## config.mk

```make
export PLATFORM = sky130hd
export DESIGN_NAME = mem_arbiter
export DESIGN_NICKNAME = d
export VERILOG_FILES = /design/src/rtl/arb_pkg.sv /design/src/rtl/arb_pick.sv /design/src/rtl/mem_arbiter.sv
export SDC_FILE = /design/constraint.sdc
export NUM_CORES = 1
export LEC_CHECK = 0
export BUFFER_PORTS_ARGS = -buffer_cell sky130_fd_sc_hd__buf_4
export CAP_MARGIN = 0
export CORE_UTILIZATION = 40
export CTS_CLUSTER_DIAMETER = 50
export CTS_CLUSTER_SIZE = 40
export DETAILED_ROUTE_END_ITERATION = 16
export PLACE_DENSITY_LB_ADDON = 0.12
export SETUP_SLACK_MARGIN = 0.05
export SYNTH_ARGS = -nofsm -noshare
export SYNTH_HDL_FRONTEND = slang
export SYNTH_SLANG_ARGS = --single-unit
```

## constraint.sdc

```tcl
create_clock -name clk -period 1.3 [get_ports clk]
set_input_delay 0.065 -clock clk [delete_from_list [all_inputs] [get_ports clk]]
set_output_delay 0.065 -clock clk [all_outputs]
set_load 0.01 [all_outputs]
```

## src/rtl/arb_pkg.sv

```systemverilog
// Shared types and helpers for the memory arbiter: FSM encoding, channel ids
// and index-width sizing.
package arb_pkg;

    typedef enum logic [1:0] {
        ST_IDLE = 2'd0,
        ST_BUSY = 2'd1,
        ST_RESP = 2'd2
    } arb_state_e;

    localparam int unsigned CH_IF  = 0;
    localparam int unsigned CH_MEM = 1;

    // Bits needed to index n items; never less than one.
    function automatic int unsigned idx_width(input int unsigned n);
        return (n > 32'd1) ? 32'($clog2(n)) : 32'd1;
    endfunction

endpackage

```

## src/rtl/arb_pick.sv

```systemverilog
// Combinational grant picker: fixed highest-index priority by default, or
// round-robin starting after last_i when ARB_RR_EN is defined.
module arb_pick
    import arb_pkg::*;
#(
    parameter int unsigned NUM_CH = 2,
    parameter int unsigned IDX_W  = idx_width(NUM_CH)
) (
    input  logic [NUM_CH-1:0] req_i,
`ifdef ARB_RR_EN
    input  logic [IDX_W-1:0]  last_i,
`endif
    output logic [NUM_CH-1:0] gnt_c_o,
    output logic [IDX_W-1:0]  idx_c_o
);

`ifdef ARB_RR_EN
    logic found;

    // First pass looks above the last grant, second pass wraps to the bottom.
    always_comb begin
        gnt_c_o = '0;
        idx_c_o = '0;
        found   = 1'b0;
        for (int i = 0; i < NUM_CH; i++) begin
            if (!found && req_i[i] && (IDX_W'(i) > last_i)) begin
                gnt_c_o[i] = 1'b1;
                idx_c_o    = IDX_W'(i);
                found      = 1'b1;
            end
        end
        for (int i = 0; i < NUM_CH; i++) begin
            if (!found && req_i[i]) begin
                gnt_c_o[i] = 1'b1;
                idx_c_o    = IDX_W'(i);
                found      = 1'b1;
            end
        end
    end
`else
    // Later (higher) indices overwrite earlier ones, so the highest wins.
    always_comb begin
        gnt_c_o = '0;
        idx_c_o = '0;
        for (int i = 0; i < NUM_CH; i++) begin
            if (req_i[i]) begin
                gnt_c_o    = '0;
                gnt_c_o[i] = 1'b1;
                idx_c_o    = IDX_W'(i);
            end
        end
    end
`endif

endmodule

```

## src/rtl/mem_arbiter.sv

```systemverilog
// Shared-memory arbiter: IDLE/BUSY/RESP FSM, operand latching and BUSY
// watchdog. Define ARB_RR_EN for round-robin instead of fixed priority.
module mem_arbiter
    import arb_pkg::*;
#(
    parameter int unsigned NUM_CH      = 2,
    parameter int unsigned ADDR_W      = 32,
    parameter int unsigned DATA_W      = 32,
    parameter int unsigned TIMEOUT_CYC = 16
) (
    input  logic                         clk,
    input  logic                         rst,
    input  logic [NUM_CH-1:0]            ch_req,
    input  logic [NUM_CH-1:0]            ch_we,
    input  logic [NUM_CH*ADDR_W-1:0]     ch_addr,
    input  logic [NUM_CH*DATA_W-1:0]     ch_wdata,
    input  logic [NUM_CH*DATA_W/8-1:0]   ch_sel,
    output logic [DATA_W-1:0]            ch_rdata,
    output logic [NUM_CH-1:0]            ch_ack,
    output logic                         ch_err,
    output logic [NUM_CH-1:0]            ch_stallreq,
    output logic                         mem_ce,
    output logic                         mem_we,
    output logic [ADDR_W-1:0]            mem_addr,
    output logic [DATA_W-1:0]            mem_wdata,
    output logic [DATA_W/8-1:0]          mem_sel,
    input  logic [DATA_W-1:0]            mem_rdata,
    input  logic                         mem_ready
);

    localparam int unsigned SEL_W = DATA_W / 8;
    localparam int unsigned IDX_W = idx_width(NUM_CH);
    localparam int unsigned CNT_W = idx_width(TIMEOUT_CYC);

    arb_state_e          state_q, state_d;
    logic [IDX_W-1:0]    gnt_q, gnt_d;
    logic [CNT_W-1:0]    cnt_q, cnt_d;
    logic                mem_ce_q, mem_ce_d;
    logic                mem_we_q, mem_we_d;
    logic [ADDR_W-1:0]   mem_addr_q, mem_addr_d;
    logic [DATA_W-1:0]   mem_wdata_q, mem_wdata_d;
    logic [SEL_W-1:0]    mem_sel_q, mem_sel_d;
    logic [DATA_W-1:0]   rdata_q, rdata_d;
    logic [NUM_CH-1:0]   ack_q, ack_d;
    logic                err_q, err_d;

    logic [NUM_CH-1:0]   pick_gnt;
    logic [IDX_W-1:0]    pick_idx;
    logic                sel_we;
    logic [ADDR_W-1:0]   sel_addr;
    logic [DATA_W-1:0]   sel_wdata;
    logic [SEL_W-1:0]    sel_sel;
    logic                tmo_hit;

`ifdef ARB_RR_EN
    logic [IDX_W-1:0]    ptr_q, ptr_d;
`endif

    arb_pick #(
        .NUM_CH (NUM_CH),
        .IDX_W  (IDX_W)
    ) u_pick (
        .req_i   (ch_req),
`ifdef ARB_RR_EN
        .last_i  (ptr_q),
`endif
        .gnt_c_o (pick_gnt),
        .idx_c_o (pick_idx)
    );

    // Operand mux for the channel being granted this cycle.
    always_comb begin
        sel_we    = 1'b0;
        sel_addr  = '0;
        sel_wdata = '0;
        sel_sel   = '0;
        for (int i = 0; i < NUM_CH; i++) begin
            if (pick_gnt[i]) begin
                sel_we    = ch_we[i];
                sel_addr  = ch_addr[i*ADDR_W +: ADDR_W];
                sel_wdata = ch_wdata[i*DATA_W +: DATA_W];
                sel_sel   = ch_sel[i*SEL_W +: SEL_W];
            end
        end
    end

    assign tmo_hit = (TIMEOUT_CYC != 0) && (cnt_q == CNT_W'(TIMEOUT_CYC - 1));

    // Next-state and registered-output logic; mem_* registers double as the
    // latched operands and are cleared whenever BUSY is left.
    always_comb begin
        state_d     = state_q;
        gnt_d       = gnt_q;
        cnt_d       = cnt_q;
        mem_ce_d    = mem_ce_q;
        mem_we_d    = mem_we_q;
        mem_addr_d  = mem_addr_q;
        mem_wdata_d = mem_wdata_q;
        mem_sel_d   = mem_sel_q;
        rdata_d     = rdata_q;
        ack_d       = '0;
        err_d       = err_q;
`ifdef ARB_RR_EN
        ptr_d       = ptr_q;
`endif
        case (state_q)
            ST_IDLE: begin
                if (|ch_req) begin
                    state_d     = ST_BUSY;
                    gnt_d       = pick_idx;
                    cnt_d       = '0;
                    mem_ce_d    = 1'b1;
                    mem_we_d    = sel_we;
                    mem_addr_d  = sel_addr;
                    mem_wdata_d = sel_wdata;
                    mem_sel_d   = sel_sel;
`ifdef ARB_RR_EN
                    ptr_d       = pick_idx;
`endif
                end
            end
            ST_BUSY: begin
                if (mem_ready || tmo_hit) begin
                    state_d     = ST_RESP;
                    rdata_d     = (mem_ready && !mem_we_q) ? mem_rdata : '0;
                    err_d       = !mem_ready;
                    mem_ce_d    = 1'b0;
                    mem_we_d    = 1'b0;
                    mem_addr_d  = '0;
                    mem_wdata_d = '0;
                    mem_sel_d   = '0;
                    for (int i = 0; i < NUM_CH; i++) begin
                        ack_d[i] = (gnt_q == IDX_W'(i));
                    end
                end else begin
                    cnt_d = cnt_q + CNT_W'(1);
                end
            end
            ST_RESP: begin
                state_d = ST_IDLE;
            end
            default: begin
                state_d = ST_IDLE;
            end
        endcase
    end

    always_ff @(posedge clk or negedge rst) begin
        if (!rst) begin
            state_q     <= ST_IDLE;
            gnt_q       <= '0;
            cnt_q       <= '0;
            mem_ce_q    <= 1'b0;
            mem_we_q    <= 1'b0;
            mem_addr_q  <= '0;
            mem_wdata_q <= '0;
            mem_sel_q   <= '0;
            rdata_q     <= '0;
            ack_q       <= '0;
            err_q       <= 1'b0;
`ifdef ARB_RR_EN
            ptr_q       <= '0;
`endif
        end else begin
            state_q     <= state_d;
            gnt_q       <= gnt_d;
            cnt_q       <= cnt_d;
            mem_ce_q    <= mem_ce_d;
            mem_we_q    <= mem_we_d;
            mem_addr_q  <= mem_addr_d;
            mem_wdata_q <= mem_wdata_d;
            mem_sel_q   <= mem_sel_d;
            rdata_q     <= rdata_d;
            ack_q       <= ack_d;
            err_q       <= err_d;
`ifdef ARB_RR_EN
            ptr_q       <= ptr_d;
`endif
        end
    end

    assign ch_rdata    = rdata_q;
    assign ch_ack      = ack_q;
    assign ch_err      = err_q;
    assign ch_stallreq = ch_req & ~ack_q;
    assign mem_ce      = mem_ce_q;
    assign mem_we      = mem_we_q;
    assign mem_addr    = mem_addr_q;
    assign mem_wdata   = mem_wdata_q;
    assign mem_sel     = mem_sel_q;

endmodule

```

==> results by group <==
Run status
  • Status: finished with violations
  • Failing checks: hold timing, setup timing

Yosys
  • Synth Instances: 500
  • Asr flop ratio synth: 1.00
  • Synth area leader: dfrtp_1
  • Cell Area, Synth: 0.00499 sq mm
  • Syn_nets: 676
  • Synth cell types: 34
  • Sequential area share after synthesis: 0.561
  • Top post-synthesis cells by area: dfrtp_1, nand3_1, a22oi_1
  • Synth top area share: 0.561
  • Number of flops mapped to enable cells by yosys: 0
  • Avg Synthesized Cell Area: 9.99 sq um
  • Synth Warn #: 0
  • Synth Register Bits: 112
  • Most used DFF post-synth: dfrtp_1

Flow run
  • Max cap viols: 0

Drt
  • Final wirelength: 16400 microns
  • Via density: 5.22
  • DRT Pass-1 Iters: 4
  • Antenna Nets Post-Route: 0
  • Drt drc: 0
  • Vias: 5175
  • Starting DRC count in detailed routing: 267
  • Drt wl/cell: 16.5 microns

Power
  • Power Density: 2020 mW/mm^2
  • Worst vdd ir: 0.880 mV
  • Leakage: 4.21 nW

Clocking
  • Clock buffer depth: 2
  • TritonCTS clock tree: yes
  • Root Buffer: clkbuf_16
  • H-tree depth: 3
  • CTS clk-pin slew, worst paths: 0.07 ns
  • Total CTS buffers: 9
  • Clk sinks: 112
  • Skew-Pair Late Insertion Delay: 0.34 ns

Min path
  • Hold Path Class: in2reg
  • Min-delay src: ch_addr[2]

Timing
  • Max Freq: 685 MHz
  • Worst Setup Slack, final: -0.159 ns
  • Fin crit share: 1.12
  • Relative slew slack: 0.597
  • Fin. Hold Viols: 6
  • Clock Skew: 0.00927 ns
  • Slew of the pin with the lowest slew margin: 0.604 ns
  • Final min period: 1.46 ns
  • Hold slack: -0.00575 ns
  • RSZ-0062 raised after global routing: true
  • Setup-failing EPs final: 107
  • Slew Limit Fails: 0

GRT
  • Largest net degree at the start of global routing: 113
  • GRT Util Overall: 0.239
  • Number of global-route vias before repair: 4926
  • Grt total ovfl: 0
  • First-pass GRT wire length: 24000 microns
  • Antenna violations before repair: 0

Setup path
  • CP cell instances: ha_4 -> a31o_4 -> nand2_8 -> buf_12 -> buf_12 -> nand3_2 -> o21ai_1
  • Most used cell, CP: buf_12
  • Slowest stage cell, crit path: dfrtp_1
  • CP Class: reg2reg
  • Critical Path RT: 1.56 ns
  • R2r setup slk: -0.16 ns
  • Worst Path Buf+Inv: 2
  • Max stage delay on crit path: 0.41 ns
  • CP Launch Type: flip-flop
  • CP Capture Type: flip-flop
  • Crit-path max FO: 7
  • Critical path origin: cnt_q[0]
  • R2r startpoint: cnt_q[0]
  • Worst EP arrival: 1.72 ns
  • CP delay by family, top: flip-flops

Floorplan
  • Core ar.: 0.0121 sq mm
  • Starting Density: 0.412
  • Ports: 282
  • Die X: 114 microns
  • Full die area: 0.0129 sq mm
  • Die Ht: 114 microns
  • Core Rows: 40

Layout
  • Filler cells: 938
  • NumNets Final: 996
  • Area grow syn2layout: 70.3%
  • Most common cell after layout, fill and taps aside: buf_4
  • Share of cells above drive strength 1: 0.467
  • Storage cell area: 0.00280 sq mm
  • Multi-input combinational cell area: 0.00211 sq mm
  • N_diodes: 0
  • Commonest non-fill, non-tap cells in the layout: buf_4, dfrtp_1, nand3_1

Placed design
  • IO Port Bufs: 281
  • Placer Congestion: 0.771
  • Pre-CTS setup slack: -0.171 ns
  • Final HPWL from detailed placement: 10200 microns
per-stage QoR:
step                area [sq um]  power (mW)  TNS [ns]   util  std cells
global route                8500        18.3    -15.60  0.702        991
floorplan                   5070        9.28     -2.20      -        500
finish                      8500        17.2    -10.53  0.702        991
CTS                         8260        16.6    -10.94  0.682        985
detailed placement          7320        13.0    -11.32  0.605        922
global placement            7320        12.8     -7.11  0.605        922
sequential cells by signal (all words and copies together), names as in the netlist, 2 cells and up:
name,cells
ch_rdata,32
mem_addr,32
mem_wdata,32
cnt_q,4
mem_sel,4
ch_ack,2
state_q,2
worst min-delay path, stage by stage:
cell and delay, ns:
buf_4 0.07, a22oi_1 0.05, o21ai_1 0.11
cell usage after synthesis, types with 2 or more instances:
master / number
clkbuf_1: 13
buf_6: 2
o21ai_0: 59
nand2_1: 70
a31o_2: 2
and3_1: 2
nor2_1: 3
buf_4: 7
nor2b_1: 3
o21ai_1: 9
o31ai_1: 2
dfrtp_1: 112
nand3_1: 101
a21oi_1: 3
a22oi_2: 10
buf_2: 25
a22oi_1: 59
a22o_1: 2
layout make-up:
type / count / share of cell area
Clock buffer: 11 / 0.0285
Clock inverter: 3 / 0.00794
Inverter: 1 / 0.000736
Multi-Input combinational cell: 339 / 0.248
Sequential cell: 112 / 0.330
Tap cell: 168 / 0.0247
Timing Repair Buffer: 357 / 0.360
path summary, 6_finish.rpt:
check                                end  cells past startpoint
setup reg to reg           mem_wdata[23]                      7
hold reg to reg              ch_rdata[1]                      2
hold / removal               mem_addr[2]                      3
max in group asynchronous  mem_wdata[18]                      3
setup / recovery           mem_wdata[23]                      7
min in group asynchronous   mem_wdata[1]                      3
cell families (layout without fill, tap and decap cells):
group,Yosys count,count (layout),share of synthesized area
DFF,112,112,0.561
AOI/OAI and AO/OA,151,152,0.204
muxes,1,1,0.00200
buffers and inverters,50,372,0.0576
and+or+nand+nor,185,185,0.173
adders and majority gates,1,1,0.00250
report_power, final:
| group | internal, mW | switching (mW) | leakage, nW |
|---|---|---|---|
| logic | 4.15 | 4.05 | 2.60 |
| clock network | 1.72 | 1.19 | 0.148 |
| registers | 5.04 | 1.03 | 1.46 |
| total | 10.9 | 6.27 | 4.21 |
metal layers:
| metal | routed length [microns] | track usage |
|---|---|---|
| met2 | 8600 | 0.437 |
| met1 | 6390 | 0.271 |
| met3 | 966 | 0.0441 |
| met5 | 0 | 0 |
| met4 | 422 | 0.106 |
what timing repair did:
action | in CTS | in global routing
hold buffers | 39 | 0
pin swaps | 4 | 14
endpoints found under the hold margin | 150 | 0
gates cloned | 5 | 6
setup buffers | 5 | 1
setup endpoints to repair | 108 | 110
resized for setup | 40 | 53
Note: power is estimated with default switching activity, not from simulation.
